--- config.mk ---
export PLATFORM = sky130hd
export DESIGN_NAME = id_ex_stage_flat
export DESIGN_NICKNAME = d
export VERILOG_FILES = /design/src/rtl/id_ex_if.sv /design/src/rtl/id_ex_stage.sv /design/src/flat_wrapper.sv
export SDC_FILE = /design/constraint.sdc
export NUM_CORES = 1
export LEC_CHECK = 0
export ABC_AREA = 1
export BUFFER_PORTS_ARGS = -buffer_cell sky130_fd_sc_hd__buf_2
export CORE_ASPECT_RATIO = 0.9
export CORE_UTILIZATION = 43
export CTS_BUF_LIST = sky130_fd_sc_hd__clkbuf_4 sky130_fd_sc_hd__clkbuf_8
export CTS_CLUSTER_DIAMETER = 60
export CTS_CLUSTER_SIZE = 16
export DETAILED_ROUTE_END_ITERATION = 8
export PLACE_DENSITY = 0.88
export RECOVER_POWER = 50
export SYNTH_ARGS = -nofsm -noshare
export SYNTH_HDL_FRONTEND = slang
export SYNTH_SLANG_ARGS = --single-unit
export TNS_END_PERCENT = 30
--- constraint.sdc ---
create_clock -name clk -period 1.8 [get_ports clk]
set_input_delay 0.09 -clock clk [delete_from_list [all_inputs] [get_ports clk]]
set_output_delay 0.09 -clock clk [all_outputs]
set_load 0.05 [all_outputs]
--- src/rtl/id_ex_if.sv ---
// ID->EX pipeline bundle: decode-side operands/controls in, registered EX-side values out.
// The master drives decode, writeback, flush and stall; the slave is the ID/EX stage.
interface id_ex_if;
    logic        id_valid;
    logic [31:0] pc_id;
    logic [31:0] reg_1_id;
    logic [31:0] reg_2_id;
    logic [31:0] imm_data_id;
    logic [4:0]  rs1_addr_id;
    logic [4:0]  rs2_addr_id;
    logic [4:0]  rd_addr_id;
    logic [1:0]  alu_mode_select_id;
    logic [4:0]  alu_op_id;
    logic        reg_write_id;
    logic        mem_read_id;
    logic        mem_write_id;
    logic        wb_reg_write;
    logic [4:0]  wb_rd_addr;
    logic [31:0] wb_data;
    logic        flush_in;
    logic        mem_stall_in;

    logic        ex_valid;
    logic [31:0] pc_ex;
    logic [31:0] reg_1_out;
    logic [31:0] reg_2_out;
    logic [31:0] imm_data_out;
    logic [1:0]  alu_mode_select_ex;
    logic [4:0]  alu_op_ex;
    logic [4:0]  rd_addr_ex;
    logic        reg_write_ex;
    logic        mem_read_ex;
    logic        mem_write_ex;
    logic        id_stall_out;
    logic [15:0] bubble_cnt_out;

    modport master (
        output id_valid, pc_id, reg_1_id, reg_2_id, imm_data_id,
               rs1_addr_id, rs2_addr_id, rd_addr_id,
               alu_mode_select_id, alu_op_id,
               reg_write_id, mem_read_id, mem_write_id,
               wb_reg_write, wb_rd_addr, wb_data, flush_in, mem_stall_in,
        input  ex_valid, pc_ex, reg_1_out, reg_2_out, imm_data_out,
               alu_mode_select_ex, alu_op_ex, rd_addr_ex,
               reg_write_ex, mem_read_ex, mem_write_ex,
               id_stall_out, bubble_cnt_out
    );

    modport slave (
        input  id_valid, pc_id, reg_1_id, reg_2_id, imm_data_id,
               rs1_addr_id, rs2_addr_id, rd_addr_id,
               alu_mode_select_id, alu_op_id,
               reg_write_id, mem_read_id, mem_write_id,
               wb_reg_write, wb_rd_addr, wb_data, flush_in, mem_stall_in,
        output ex_valid, pc_ex, reg_1_out, reg_2_out, imm_data_out,
               alu_mode_select_ex, alu_op_ex, rd_addr_ex,
               reg_write_ex, mem_read_ex, mem_write_ex,
               id_stall_out, bubble_cnt_out
    );
endinterface

--- src/rtl/id_ex_stage.sv ---
// ID/EX pipeline register with load-use bubble insertion, flush and writeback bypass.
// Latency: one cycle ID->EX; id_stall_out is combinational.
// Backpressure: mem_stall_in freezes every EX register; a flush seen under stall is deferred.
module id_ex_stage #(
    parameter logic [4:0] NOP_ALU_OP = 5'd0,
    parameter logic [1:0] NOP_MODE   = 2'd0
) (
    input logic   clk,
    input logic   rst,
    id_ex_if.slave bus
);
    logic        r_ex_valid;
    logic [31:0] r_pc_ex;
    logic [31:0] r_reg_1;
    logic [31:0] r_reg_2;
    logic [31:0] r_imm;
    logic [1:0]  r_mode;
    logic [4:0]  r_alu_op;
    logic [4:0]  r_rd_addr;
    logic        r_reg_write;
    logic        r_mem_read;
    logic        r_mem_write;
    logic        r_flush_pending;
    logic [15:0] r_bubble_cnt;

    logic        w_load_use;
    logic        w_flush;
    logic        w_byp_1;
    logic        w_byp_2;
    logic [15:0] w_cnt_inc;

    // A load in EX whose destination is read by the instruction in ID must wait a cycle.
    assign w_load_use = r_ex_valid && r_mem_read && (r_rd_addr != 5'd0) && bus.id_valid &&
                        ((r_rd_addr == bus.rs1_addr_id) || (r_rd_addr == bus.rs2_addr_id));
    assign w_flush    = bus.flush_in || r_flush_pending;

    assign w_byp_1 = bus.wb_reg_write && (bus.wb_rd_addr != 5'd0) &&
                     (bus.wb_rd_addr == bus.rs1_addr_id);
    assign w_byp_2 = bus.wb_reg_write && (bus.wb_rd_addr != 5'd0) &&
                     (bus.wb_rd_addr == bus.rs2_addr_id);

    assign w_cnt_inc = (r_bubble_cnt == 16'hFFFF) ? r_bubble_cnt : r_bubble_cnt + 16'd1;

    always_ff @(posedge clk) begin
        if (rst) begin
            r_ex_valid      <= 1'b0;
            r_pc_ex         <= 32'd0;
            r_reg_1         <= 32'd0;
            r_reg_2         <= 32'd0;
            r_imm           <= 32'd0;
            r_mode          <= NOP_MODE;
            r_alu_op        <= NOP_ALU_OP;
            r_rd_addr       <= 5'd0;
            r_reg_write     <= 1'b0;
            r_mem_read      <= 1'b0;
            r_mem_write     <= 1'b0;
            r_flush_pending <= 1'b0;
            r_bubble_cnt    <= 16'd0;
        end else if (bus.mem_stall_in) begin
            // Everything holds; only remember a flush so it is not lost.
            if (bus.flush_in) begin
                r_flush_pending <= 1'b1;
            end
        end else if (w_flush || w_load_use) begin
            // Flush and bubble share one slot kill; data registers keep their contents.
            r_ex_valid      <= 1'b0;
            r_reg_write     <= 1'b0;
            r_mem_read      <= 1'b0;
            r_mem_write     <= 1'b0;
            r_alu_op        <= NOP_ALU_OP;
            r_mode          <= NOP_MODE;
            r_rd_addr       <= 5'd0;
            r_flush_pending <= 1'b0;
            r_bubble_cnt    <= w_cnt_inc;
        end else begin
            r_ex_valid  <= bus.id_valid;
            r_pc_ex     <= bus.pc_id;
            r_reg_1     <= w_byp_1 ? bus.wb_data : bus.reg_1_id;
            r_reg_2     <= w_byp_2 ? bus.wb_data : bus.reg_2_id;
            r_imm       <= bus.imm_data_id;
            r_mode      <= bus.alu_mode_select_id;
            r_alu_op    <= bus.alu_op_id;
            r_rd_addr   <= bus.rd_addr_id;
            r_reg_write <= bus.id_valid && bus.reg_write_id;
            r_mem_read  <= bus.id_valid && bus.mem_read_id;
            r_mem_write <= bus.id_valid && bus.mem_write_id;
        end
    end

    assign bus.id_stall_out       = w_load_use || bus.mem_stall_in;
    assign bus.ex_valid           = r_ex_valid;
    assign bus.pc_ex              = r_pc_ex;
    assign bus.reg_1_out          = r_reg_1;
    assign bus.reg_2_out          = r_reg_2;
    assign bus.imm_data_out       = r_imm;
    assign bus.alu_mode_select_ex = r_mode;
    assign bus.alu_op_ex          = r_alu_op;
    assign bus.rd_addr_ex         = r_rd_addr;
    assign bus.reg_write_ex       = r_reg_write;
    assign bus.mem_read_ex        = r_mem_read;
    assign bus.mem_write_ex       = r_mem_write;
    assign bus.bubble_cnt_out     = r_bubble_cnt;
endmodule

--- src/flat_wrapper.sv ---
// flat-port wrapper written by rule: the top's interface ports become plain ports
module id_ex_stage_flat 
#(
    parameter logic [4:0] NOP_ALU_OP = 5'd0,
    parameter logic [1:0] NOP_MODE   = 2'd0
)
  (clk, rst, bus_id_valid, bus_pc_id, bus_reg_1_id, bus_reg_2_id, bus_imm_data_id, bus_rs1_addr_id, bus_rs2_addr_id, bus_rd_addr_id, bus_alu_mode_select_id, bus_alu_op_id, bus_reg_write_id, bus_mem_read_id, bus_mem_write_id, bus_wb_reg_write, bus_wb_rd_addr, bus_wb_data, bus_flush_in, bus_mem_stall_in, bus_ex_valid, bus_pc_ex, bus_reg_1_out, bus_reg_2_out, bus_imm_data_out, bus_alu_mode_select_ex, bus_alu_op_ex, bus_rd_addr_ex, bus_reg_write_ex, bus_mem_read_ex, bus_mem_write_ex, bus_id_stall_out, bus_bubble_cnt_out);
  id_ex_if bus_i ();
  input logic clk;
  input logic rst;
  input wire logic [$bits(bus_i.id_valid)-1:0] bus_id_valid;
  input wire logic [$bits(bus_i.pc_id)-1:0] bus_pc_id;
  input wire logic [$bits(bus_i.reg_1_id)-1:0] bus_reg_1_id;
  input wire logic [$bits(bus_i.reg_2_id)-1:0] bus_reg_2_id;
  input wire logic [$bits(bus_i.imm_data_id)-1:0] bus_imm_data_id;
  input wire logic [$bits(bus_i.rs1_addr_id)-1:0] bus_rs1_addr_id;
  input wire logic [$bits(bus_i.rs2_addr_id)-1:0] bus_rs2_addr_id;
  input wire logic [$bits(bus_i.rd_addr_id)-1:0] bus_rd_addr_id;
  input wire logic [$bits(bus_i.alu_mode_select_id)-1:0] bus_alu_mode_select_id;
  input wire logic [$bits(bus_i.alu_op_id)-1:0] bus_alu_op_id;
  input wire logic [$bits(bus_i.reg_write_id)-1:0] bus_reg_write_id;
  input wire logic [$bits(bus_i.mem_read_id)-1:0] bus_mem_read_id;
  input wire logic [$bits(bus_i.mem_write_id)-1:0] bus_mem_write_id;
  input wire logic [$bits(bus_i.wb_reg_write)-1:0] bus_wb_reg_write;
  input wire logic [$bits(bus_i.wb_rd_addr)-1:0] bus_wb_rd_addr;
  input wire logic [$bits(bus_i.wb_data)-1:0] bus_wb_data;
  input wire logic [$bits(bus_i.flush_in)-1:0] bus_flush_in;
  input wire logic [$bits(bus_i.mem_stall_in)-1:0] bus_mem_stall_in;
  output wire logic [$bits(bus_i.ex_valid)-1:0] bus_ex_valid;
  output wire logic [$bits(bus_i.pc_ex)-1:0] bus_pc_ex;
  output wire logic [$bits(bus_i.reg_1_out)-1:0] bus_reg_1_out;
  output wire logic [$bits(bus_i.reg_2_out)-1:0] bus_reg_2_out;
  output wire logic [$bits(bus_i.imm_data_out)-1:0] bus_imm_data_out;
  output wire logic [$bits(bus_i.alu_mode_select_ex)-1:0] bus_alu_mode_select_ex;
  output wire logic [$bits(bus_i.alu_op_ex)-1:0] bus_alu_op_ex;
  output wire logic [$bits(bus_i.rd_addr_ex)-1:0] bus_rd_addr_ex;
  output wire logic [$bits(bus_i.reg_write_ex)-1:0] bus_reg_write_ex;
  output wire logic [$bits(bus_i.mem_read_ex)-1:0] bus_mem_read_ex;
  output wire logic [$bits(bus_i.mem_write_ex)-1:0] bus_mem_write_ex;
  output wire logic [$bits(bus_i.id_stall_out)-1:0] bus_id_stall_out;
  output wire logic [$bits(bus_i.bubble_cnt_out)-1:0] bus_bubble_cnt_out;
  assign bus_i.id_valid = bus_id_valid;
  assign bus_i.pc_id = bus_pc_id;
  assign bus_i.reg_1_id = bus_reg_1_id;
  assign bus_i.reg_2_id = bus_reg_2_id;
  assign bus_i.imm_data_id = bus_imm_data_id;
  assign bus_i.rs1_addr_id = bus_rs1_addr_id;
  assign bus_i.rs2_addr_id = bus_rs2_addr_id;
  assign bus_i.rd_addr_id = bus_rd_addr_id;
  assign bus_i.alu_mode_select_id = bus_alu_mode_select_id;
  assign bus_i.alu_op_id = bus_alu_op_id;
  assign bus_i.reg_write_id = bus_reg_write_id;
  assign bus_i.mem_read_id = bus_mem_read_id;
  assign bus_i.mem_write_id = bus_mem_write_id;
  assign bus_i.wb_reg_write = bus_wb_reg_write;
  assign bus_i.wb_rd_addr = bus_wb_rd_addr;
  assign bus_i.wb_data = bus_wb_data;
  assign bus_i.flush_in = bus_flush_in;
  assign bus_i.mem_stall_in = bus_mem_stall_in;
  assign bus_ex_valid = bus_i.ex_valid;
  assign bus_pc_ex = bus_i.pc_ex;
  assign bus_reg_1_out = bus_i.reg_1_out;
  assign bus_reg_2_out = bus_i.reg_2_out;
  assign bus_imm_data_out = bus_i.imm_data_out;
  assign bus_alu_mode_select_ex = bus_i.alu_mode_select_ex;
  assign bus_alu_op_ex = bus_i.alu_op_ex;
  assign bus_rd_addr_ex = bus_i.rd_addr_ex;
  assign bus_reg_write_ex = bus_i.reg_write_ex;
  assign bus_mem_read_ex = bus_i.mem_read_ex;
  assign bus_mem_write_ex = bus_i.mem_write_ex;
  assign bus_id_stall_out = bus_i.id_stall_out;
  assign bus_bubble_cnt_out = bus_i.bubble_cnt_out;
  id_ex_stage #(.NOP_ALU_OP(NOP_ALU_OP), .NOP_MODE(NOP_MODE)) u_core (.clk(clk), .rst(rst), .bus(bus_i));
endmodule
==> impl_metrics.py, run 1 <==
metrics = {
    "global_routing": {
        "grt_max_degree": 85,
        "grt_overflow": 0,
        "grt_pass1_wl_um": 48440,
        "grt_pass1_vias": 10190,
        "antenna_found_initial": 0,
        "grt_usage_pct": 33.06,
    },
    "yosys": {
        "synth_cells": 1186,
        "synthDistinctLibCells": 25,
        "ys_seq_elements": 161,
        "synth_area_leader_cell": "dfxtp_1",
        "synth_warnings": 0,
        "netlist_area_um2": 7752,
        "synthTopCellsByArea": "dfxtp_1, nand2_1, nor2_1",
        "yosysTopAreaCellShare_pct": 41.58,
        "avgSynthCellArea_um2": 6.537,
        "syn_nets": 1383,
        "synth_seq_area_share_pct": 41.58,
    },
    "placed_design": {
        "place_area_um2": 9876,
        "pre_cts_slack_ns": 0.08962,
        "hpwl_um": 17730,
        "numPortBuffers": 356,
        "place_congestion": 0.9258,
    },
    "detailed_routing": {
        "drt-initial-drc-count": 1286,
        "vias": 11000,
        "vias_per_cell": 5.657,
        "drc": 0,
        "wl_um": 35010,
        "dr.pass1.iters": 8,
        "ant_nets": 0,
        "wire_per_inst_um": 18.00,
    },
    "floorplan": {
        "die_area_um2": 18570,
        "initial_core_util_pct": 44.02,
        "die_h_um": 129.4,
        "die_x_um": 143.5,
        "boundaryPins": 357,
        "rows": 46,
        "fp.coreArea_um2": 17610,
    },
    "finish": {
        "fin_area_um2": 12530,
        "nets": 1889,
        "multi_input_area_um2": 4105,
        "seq_area_um2": 3242,
        "antenna-diode-count": 0,
        "drive_gt1_share_pct": 26.22,
        "syn_to_final_growth_pct": 61.64,
        "n_fill_cell": 1237,
    },
    "timing": {
        "fmax_mhz": 527.1,
        "finalCritPeriodShare_pct": 105.4,
        "worst_slew_pin_slew_ns": 0.6643,
        "setup_viol": 70,
        "slew_headroom_pct": 55.91,
        "min_period_ns": 1.897,
        "slew_viol_final": 0,
        "fin_tns_setup_ns": -2.442,
        "rsz0062_at_grt": "true",
        "fin_hold_ws_ns": 0.01373,
        "fin_skew_ns": 0.01714,
        "setup_ws_ns": -0.09725,
        "finalHoldViolations": 0,
    },
    "worst_setup_path": {
        "crit_path_end_kind": "register",
        "worstSetupPathType": "register to register",
        "crit_path_start_kind": "register",
        "reg2reg_depth": 13,
        "worstPathRequired_ns": 2.19,
        "worstPathArrival_ns": 2.28,
        "cp_max_fo": 16,
        "reg2reg_slack_ns": -0.1,
    },
    "clock_tree": {
        "h-tree-depth": 4,
        "cts_tree": "built",
        "cts_buffers": 17,
        "clock-sinks": 161,
        "cts-root-buf": "clkbuf_8",
        "clk-insertion-delay-late_ns": 0.46,
        "clock_path_buffers": 2,
        "clk_pin_slew_worst_paths_ns": 0.10,
    },
    "outcome": {
        "violations": "setup timing",
        "status": "complete, but fails checks",
    },
    "pwr": {
        "power_density_nw_per_um2": 714.4,
        "peakVddDrop_uv": 489.2,
        "power.share.switching_pct": 36.97,
        "power.internal_w": 0.005642,
        "p_switching_w": 0.003310,
        "seq_power_share_pct": 43.2,
        "clock_power_share_pct": 28.3,
        "p_leak_nw": 5.988,
        "p_comb_share_pct": 28.5,
    },
    "min_path": {
        "worstHoldPathCells": 5,
        "worst_hold_path_type": "primary input to register",
    },
    "flow_run": {
        "maxCapViolCount": 0,
    },
}
[sequential cells by signal, indices dropped and copies added (netlist names)]
register	count
u_core.bus.reg_2_out	32
u_core.bus.imm_data_out	32
u_core.bus.rd_addr_ex	5
u_core.r_flush_pending	1
u_core.bus.reg_1_out	32
u_core.bus.alu_mode_select_ex	2
u_core.bus.ex_valid	1
u_core.bus.mem_read_ex	1
u_core.bus.mem_write_ex	1
u_core.bus.pc_ex	32
u_core.bus.bubble_cnt_out	16
u_core.bus.reg_write_ex	1
u_core.bus.alu_op_ex	5
[cell families (layout without fill, tap and decap cells)]
group / count (synthesis) / after routing / share of synthesized area, %
fa+ha+maj: 1 / 1 / 0.1614
flops: 161 / 161 / 41.58
simple gates: 728 / 728 / 39.48
buf+inv: 175 / 694 / 9.684
compound gates: 96 / 96 / 6.278
xor+xnor: 25 / 25 / 2.824
[cells in the final DEF (no fill, tap or decap), types with 9 or more instances in the layout]
cell type,netlist,layout
nand2_1,396,369
buf_4,14,9
clkbuf_1,40,91
dfxtp_1,161,152
inv_1,88,84
clkbuf_8,0,17
a21oi_2,0,30
a21oi_1,79,49
nor2_2,1,19
buf_12,0,16
xnor2_1,10,10
buf_2,27,264
nand2_2,3,20
nor2_1,155,134
nand2_4,0,9
o21ai_1,8,11
nand4_1,69,69
xor2_1,15,15
dlygate4sd3_1,0,166
nand3_1,97,97
[worst max-delay path: stages (launching register included)]
cell       delay (ns)
dfxtp_4          0.42
nand2_2          0.09
inv_2            0.06
nor2_2           0.03
nor2_1           0.09
nand3_1          0.09
nand2_2          0.10
nand2_4          0.07
buf_12           0.13
nand3_4          0.14
buf_6            0.15
clkbuf_16        0.18
nand2_1          0.10
a21oi_1          0.17
[area by class of cell]
cell class | instances | share of cell area [%]
clock buffers | 17 | 1.867
clock inverters | 15 | 0.9885
inverters | 92 | 2.776
multi-input cells | 850 | 32.76
flip-flops and latches | 161 | 25.87
well taps | 240 | 2.396
repair buffers | 570 | 33.34
[per-stage QoR]
step | power, W | std cells | util [%]
floorplan | 0.005248 | 1186 | -
global route | 0.009278 | 1945 | 71.15
CTS | 0.008667 | 1931 | 68.25
detailed placement | 0.005907 | 1729 | 56.07
global placement | 0.005867 | 1729 | 56.07
finish | 0.008952 | 1945 | 71.15
[timing repair]
item	CTS	global route
hold buffers	166	0
pin swaps	4	21
setup endpoints to repair	1	150
cloned	2	11
hold endpoints to repair	143	0
buffers inserted	2	3
resized for setup	12	112
[worst paths after layout]
path,start,end
hold reg to reg,u_core.bus.pc_ex[18],u_core.bus.pc_ex[18]
hold / removal,bus_wb_data[20],u_core.bus.reg_2_out[20]
setup / recovery,u_core.bus.rd_addr_ex[0],u_core.bus.imm_data_out[0]
setup reg to reg,u_core.bus.rd_addr_ex[0],u_core.bus.imm_data_out[0]
[routing by layer]
layer	GRT usage, %	part of all wire [%]	wire, um	up-vias
li1	-	-	-	4784
met1	35.09	33	11640	4931
met2	55.25	48	16790	958
met3	9.756	11	3709	329
met4	26.22	8.2	2873	0
met5	0	0	0	-
[Yosys cell counts]
master	n
nand2_1	396
dfxtp_1	161
nor2_1	155
nand3_1	97
inv_1	88
a21oi_1	79
nand4_1	69
clkbuf_1	40
buf_2	27
xor2_1	15
buf_4	14
xnor2_1	10
o21ai_1	8
o22ai_1	5
nor3_1	4
o21ai_0	4
inv_2	3
nand2_2	3
nor3_2	2
buf_1	1
buf_6	1
clkinv_1	1
ha_1	1
nand3_2	1
nor2_2	1
[power by group through the flow]
stage | sequential [W] | clock (W) | combinational (W)
global route | 0.00388 | 0.00271 | 0.00269
finish | 0.00387 | 0.00253 | 0.00256
global placement | 0.00392 | 0 | 0.00195
floorplan | 0.00456 | 0 | 0.000686
CTS | 0.00384 | 0.00254 | 0.00228
detailed placement | 0.00393 | 0 | 0.00198
Power figures use the tool's default switching activity.
==> run 2: changes to the inputs <==
--- a/config.mk
+++ b/config.mk
@@ -13,7 +13,7 @@
 export CTS_CLUSTER_DIAMETER = 60
 export CTS_CLUSTER_SIZE = 16
 export DETAILED_ROUTE_END_ITERATION = 8
-export PLACE_DENSITY = 0.88
+export PLACE_DENSITY = 0.77
 export RECOVER_POWER = 50
 export SYNTH_ARGS = -nofsm -noshare
 export SYNTH_HDL_FRONTEND = slang
==> impl_metrics.py, run 2 (synthesized netlist as in run 1, its figures left out) <==
metrics = {
    "worst_setup_path": {
        "critPathBufInv": 4,
        "cp_max_fo": 4,
        "cp_num_cells": 11,
        "worstPathRequired_ns": 1.71,
        "reg2reg_depth": 14,
        "worstPathArrival_ns": 1.76,
        "crit_path_end_kind": "output pin",
        "crit_path_max_incr_delay_ns": 0.38,
        "path_cells": "inv_2, nand2_1, nand2_1, nor2_1, nand3_1, nand2_1, nand2_2, buf_6, buf_12, nand2_4, buf_8",
        "timing.critical_path.mode_cell": "nand2_1",
        "worstSetupPathType": "register to output pin",
        "crit_family": "simple AND/OR/NAND/NOR gates",
        "crit_path_start_kind": "register",
        "slowest_stage": "dfxtp_4",
    },
    "timing": {
        "worst_slew_pin_slew_ns": 0.7421,
        "rsz0062_at_grt": "true",
        "min_period_ns": 1.855,
        "finalHoldViolations": 0,
        "setup_viol": 2,
        "slew_viol_final": 0,
        "fmax_mhz": 539.2,
        "fin_hold_ws_ns": 0.01684,
        "finalCritPeriodShare_pct": 103.0,
        "slew_headroom_pct": 50.53,
        "setup_ws_ns": -0.05476,
        "fin_skew_ns": 0.01819,
    },
    "pwr": {
        "peakVddDrop_uv": 623.0,
        "p_switching_w": 0.003108,
        "clock_power_share_pct": 32.8,
        "power.internal_w": 0.006226,
        "p_comb_share_pct": 25.9,
        "seq_power_share_pct": 41.3,
        "p_leak_nw": 5.944,
        "power_density_nw_per_um2": 755.8,
        "power.share.switching_pct": 33.30,
    },
    "finish": {
        "nets": 1898,
        "syn_to_final_growth_pct": 59.30,
        "layout_common_cells": "nand2_1, buf_2, dlygate4sd3_1",
        "n_fill_cell": 1429,
        "drive_gt1_share_pct": 21.76,
        "final_cells": 1955,
        "final_common_cell": "nand2_1",
    },
    "floorplan": {
        "fp.coreArea_um2": 17610,
        "die_x_um": 143.5,
        "initial_core_util_pct": 44.02,
        "die_h_um": 129.4,
        "boundaryPins": 357,
        "rows": 46,
        "die_area_um2": 18570,
    },
    "global_routing": {
        "antenna_found_initial": 1,
        "grt_usage_pct": 31.30,
        "grt_pass1_wl_um": 45670,
        "grt_pass1_vias": 9529,
        "grt_max_degree": 67,
        "grt_overflow": 0,
    },
    "outcome": {
        "violations": "setup timing",
        "status": "complete, but fails checks",
    },
    "detailed_routing": {
        "wl_um": 31560,
        "vias_per_cell": 5.201,
        "drc": 0,
        "dr.pass1.iters": 7,
        "wire_per_inst_um": 16.14,
        "ant_nets": 0,
        "drt-initial-drc-count": 793,
        "vias": 10170,
    },
    "placed_design": {
        "place_congestion": 0.8944,
        "numPortBuffers": 356,
        "hpwl_um": 18180,
        "place_inst": 1740,
    },
    "min_path": {
        "worstHoldPathCells": 5,
        "worst_hold_path_type": "primary input to register",
    },
    "clock_tree": {
        "cts_tree": "built",
        "h-tree-depth": 4,
        "clk-insertion-delay-late_ns": 0.45,
        "cts_buffers": 17,
        "cts-root-buf": "clkbuf_8",
        "clock-sinks": 161,
        "clk_pin_slew_worst_paths_ns": 0.09,
        "clock_path_buffers": 2,
    },
    "flow_run": {
        "maxCapViolCount": 0,
    },
}
==> run 2: cell types whose count changed in the layout (fill, tap and decap cells not counted), moves of 16 or more <==
cell      change
a21oi_1      +21
a21oi_2      -21
buf_2        -19
buf_4        +17
clkbuf_1     +19
nand2_1      +22
nor2_1       +18
nor2_2       -16
==> run 2: area by class of cell <==
type                       count  area (um2)  area share (%)
inverter                      92       345.3           2.796
multi-input combinational    850        3881           31.43
antenna                        1       2.502         0.02026
clock buffer                  21       270.3           2.188
timing repair buffer         579        4126           33.41
sequential                   161        3244           26.27
tap                          240       300.3           2.432
clock inverter                11       178.9           1.449
==> run 2: worst paths after layout <==
check | startpoint | to | slack (ns)
setup / recovery | u_core.bus.rd_addr_ex[3] | bus_id_stall_out | -0.05
hold / removal | bus_wb_data[27] | u_core.bus.reg_2_out[27] | 0.02
hold reg to reg | u_core.bus.pc_ex[4] | u_core.bus.pc_ex[4] | 0.46
setup reg to reg | u_core.bus.rd_addr_ex[3] | u_core.bus.pc_ex[23] | 0
==> run 2: timing repair <==
item                       CTS  global route
gates cloned                 1             7
pin swaps                    4             5
hold endpoints to repair   140             0
setup endpoints to repair    1           122
resized for setup            7            27
setup buffers                3             5
hold buffers               166             0
==> run 2: stage by stage <==
step / utilization (%) / area [um2] / TNS (ns) / setup WS, ns / power [W]
5_1_grt: 70.12 / 12350 / -2.498 / -0.1639 / 0.009679
6_report: 70.12 / 12350 / -0.05497 / -0.05476 / 0.009334
3_3_place_gp: 56.61 / 9971 / 0 / 0.1709 / 0.005904
3_5_place_dp: 56.61 / 9971 / 0 / 0.1331 / 0.005927
4_1_cts: 69.03 / 12160 / -0.07654 / -0.07654 / 0.009213
2_1_floorplan: - / 7769 / 0 / 0.01185 / 0.005248
==> run 2: metal layers <==
metal	GRT usage [%]	up-vias	routed length (um)	share of wire (%)
met3	7.428	168	2673	8.5
met2	53.11	628	15250	48
met4	19.71	0	1709	5.4
met1	35.58	4573	11930	38
li1	-	4798	-	-
met5	0	-	0	0
==> run 2: worst min-delay path, stage by stage <==
cell     delay (ns)
buf_2          0.09
nand3_1        0.07
nand2_1        0.07
nor2_1         0.03
nor2_1         0.08
==> run 2: power groups by stage <==
stage / combinational (W) / clock (W) / sequential, W
2_1_floorplan: 0.000686 / 0 / 0.00456
3_3_place_gp: 0.00199 / 0 / 0.00392
3_5_place_dp: 0.00200 / 0 / 0.00392
4_1_cts: 0.00230 / 0.00307 / 0.00384
5_1_grt: 0.00257 / 0.00324 / 0.00387
6_report: 0.00242 / 0.00306 / 0.00385
==> run 3: changes to the inputs <==
--- a/config.mk
+++ b/config.mk
@@ -5,15 +5,15 @@
 export SDC_FILE = /design/constraint.sdc
 export NUM_CORES = 1
 export LEC_CHECK = 0
-export ABC_AREA = 1
 export BUFFER_PORTS_ARGS = -buffer_cell sky130_fd_sc_hd__buf_2
 export CORE_ASPECT_RATIO = 0.9
-export CORE_UTILIZATION = 43
+export CORE_MARGIN = 5
+export CORE_UTILIZATION = 42
 export CTS_BUF_LIST = sky130_fd_sc_hd__clkbuf_4 sky130_fd_sc_hd__clkbuf_8
 export CTS_CLUSTER_DIAMETER = 60
 export CTS_CLUSTER_SIZE = 16
 export DETAILED_ROUTE_END_ITERATION = 8
-export PLACE_DENSITY = 0.77
+export PLACE_DENSITY = 0.78
 export RECOVER_POWER = 50
 export SYNTH_ARGS = -nofsm -noshare
 export SYNTH_HDL_FRONTEND = slang
==> impl_metrics.py, run 3 <==
metrics = {
    "timing": {
        "finalHoldViolations": 0,
        "slew_headroom_pct": 47.11,
        "rsz0062_at_grt": "true",
        "min_period_ns": 1.927,
        "setup_viol": 93,
        "fin_hold_ws_ns": 0.04296,
        "worst_slew_pin_slew_ns": 0.7934,
        "setup_ws_ns": -0.1275,
        "finalCritPeriodShare_pct": 107.1,
        "slew_viol_final": 0,
        "fmax_mhz": 518.8,
        "fin_skew_ns": 0.01642,
    },
    "placed_design": {
        "place_inst": 1247,
        "place_area_um2": 9129,
        "numPortBuffers": 356,
        "hpwl_um": 16360,
        "place_congestion": 0.8908,
    },
    "finish": {
        "final_cells": 1457,
        "multi_input_area_um2": 3657,
        "drive_gt1_share_pct": 38.46,
        "fin_area_um2": 11790,
        "seq_area_um2": 3269,
        "nets": 1432,
        "final_common_cell": "buf_2",
        "final_core_util_pct": 73.59,
        "n_fill_cell": 1019,
        "syn_to_final_growth_pct": 73.65,
        "layout_common_cells": "buf_2, dlygate4sd3_1, dfxtp_1",
    },
    "clock_tree": {
        "cts_buffers": 17,
        "cts-root-buf": "clkbuf_8",
        "clk-insertion-delay-late_ns": 0.45,
        "h-tree-depth": 4,
        "cts_tree": "built",
        "clock-sinks": 161,
        "clock_path_buffers": 2,
        "clk_pin_slew_worst_paths_ns": 0.10,
    },
    "yosys": {
        "synthDistinctLibCells": 39,
        "netlist_area_um2": 6789,
        "yosysTopAreaCellShare_pct": 47.48,
        "synthArstFlopShare_pct": 0,
        "syn_nets": 879,
        "synth_seq_area_share_pct": 47.48,
        "avgSynthCellArea_um2": 9.955,
        "synth_warnings": 0,
        "ys_seq_elements": 161,
        "synth_area_leader_cell": "dfxtp_1",
        "synthTopCellsByCount": "dfxtp_1, nor2_1, mux2i_1, a211oi_1, clkbuf_1",
        "synth_most_common_cell": "dfxtp_1",
        "synthTopCellsByArea": "dfxtp_1, mux2i_1, nor2_1",
        "synth_edf_count": 0,
        "synthFlopType": "dfxtp_1",
        "synth_cells": 682,
    },
    "pwr": {
        "p_total_w": 0.008913,
        "peakVddDrop_uv": 666.8,
        "p_leak_nw": 4.896,
        "power_density_nw_per_um2": 756.0,
    },
    "min_path": {
        "worst_hold_path_type": "primary input to register",
        "hold-path-endpoint": "u_core.bus.reg_2_out[0]",
        "worstHoldPathCells": 3,
        "hold_path.startpoint": "bus_reg_2_id[0]",
    },
    "detailed_routing": {
        "wire_per_inst_um": 20.19,
        "vias_per_cell": 5.262,
        "drc": 0,
        "vias": 7667,
        "dr.pass1.iters": 6,
        "ant_nets": 0,
        "drt-initial-drc-count": 458,
        "wl_um": 29410,
    },
    "outcome": {
        "violations": "setup timing",
        "status": "complete, but fails checks",
    },
    "global_routing": {
        "grt_overflow": 0,
        "antenna_found_initial": 1,
        "grt_pass1_vias": 7838,
        "grt_usage_pct": 28.20,
        "grt_max_degree": 63,
        "grt_pass1_wl_um": 41540,
    },
    "floorplan": {
        "fp.coreArea_um2": 16020,
        "initial_core_util_pct": 42.38,
        "die_h_um": 130.6,
        "rows": 44,
        "die_area_um2": 18810,
        "boundaryPins": 357,
        "die_x_um": 144.0,
    },
    "worst_setup_path": {
        "crit_path_start_kind": "register",
        "crit_path_end_kind": "register",
        "rr_endpoint": "u_core.bus.pc_ex[10]",
        "worstSetupPathType": "register to register",
        "worstPathArrival_ns": 2.26,
        "rr_startpoint": "u_core.bus.rd_addr_ex[0]",
        "reg2reg_slack_ns": -0.13,
        "cp_max_fo": 8,
        "reg2reg_depth": 8,
        "worstPathRequired_ns": 2.14,
    },
    "flow_run": {
        "maxCapViolCount": 0,
    },
}
## run 3: cell count changes after synthesis, sizes merged, moves of 9 or more
cell,previous run,this run
a22oi,0,13
mux2i,0,129
nand3,98,7
nand4,69,5
clkbuf,40,20
a21oi,79,11
or4,0,9
buf,43,31
inv,91,4
nand2,399,13
a211oi,0,65
## run 3: through the flow
step | setup slack, ns | TNS (ns)
after floorplan | 0.009887 | 0
after global placement | -0.04210 | -0.3043
after detailed placement | -0.1002 | -2.472
after CTS | -0.07772 | -3.723
after global routing | -0.2475 | -19.40
final | -0.1275 | -4.080
## run 3: power by group
group          internal [W]  switching, W  total [W]
combinational      0.000929       0.00143    0.00235
clock               0.00119       0.00151    0.00270
sequential          0.00374      0.000123    0.00386
total               0.00585       0.00306    0.00891
## run 3: timing repair
| action | CTS | global route |
|---|---|---|
| setup endpoints to repair | 80 | 157 |
| cloned | 4 | 7 |
| pin swaps | 19 | 39 |
| gates resized for setup | 31 | 81 |
| endpoints found under the hold margin | 129 | 1 |
| buffers inserted | 6 | 4 |
| hold buffers | 156 | 1 |
## run 3: worst max path at each step
stage	start	endpoint	slack, ns	cells past startpoint
finish	u_core.bus.rd_addr_ex[0]	u_core.bus.pc_ex[10]	-0.13	8
detailed placement	u_core.bus.rd_addr_ex[2]	u_core.bus.bubble_cnt_out[6]	-0.10	7
global placement	u_core.bus.rd_addr_ex[0]	u_core.bus.imm_data_out[12]	-0.04	7
CTS	u_core.bus.rd_addr_ex[3]	u_core.bus.imm_data_out[2]	-0.08	9
floorplan	u_core.bus.rd_addr_ex[0]	u_core.bus.mem_read_ex	0.01	9
global route	u_core.bus.rd_addr_ex[0]	u_core.bus.pc_ex[10]	-0.25	8
## run 3: cell families (layout without fill, tap and decap cells)
group / count (synthesis) / in the layout / share of synthesized area (%)
other: 0 / 2 / 0
and+or+nand+nor: 204 / 204 / 13.32
adders and majority gates: 1 / 1 / 0.1843
xor gates and xnor gates: 23 / 23 / 2.967
buffers and inverters: 55 / 621 / 5.050
DFF: 161 / 161 / 47.48
muxes: 130 / 130 / 19.19
AOI/OAI and AO/OA: 108 / 108 / 11.81
## run 3: cell type report
cell class	instances	area share [%]
Clock inverter	14	1.210
Antenna cell	2	0.04245
Sequential cell	161	27.73
Timing Repair Buffer	585	35.57
Multi-Input combinational cell	466	31.02
Clock buffer	18	2.101
Tap cell	207	2.197
Inverter	4	0.1274
## run 3: metal layers
metal  vias to the layer above  track usage (%)  routed length (um)
li1                       3531                -                   -
met1                      3591            30.44               10530
met2                       442            50.49               14950
met3                       103            8.552                2631
met4                         0            13.46                1300
met5                         -                0                   0
## run 3: critical path: stages, from the launching register on
cell	delay, ns
dfxtp_4	0.38
nor3_2	0.21
a21oi_2	0.12
a211oi_4	0.29
buf_6	0.18
clkbuf_16	0.17
buf_12	0.14
mux2i_1	0.23
nor2_1	0.09
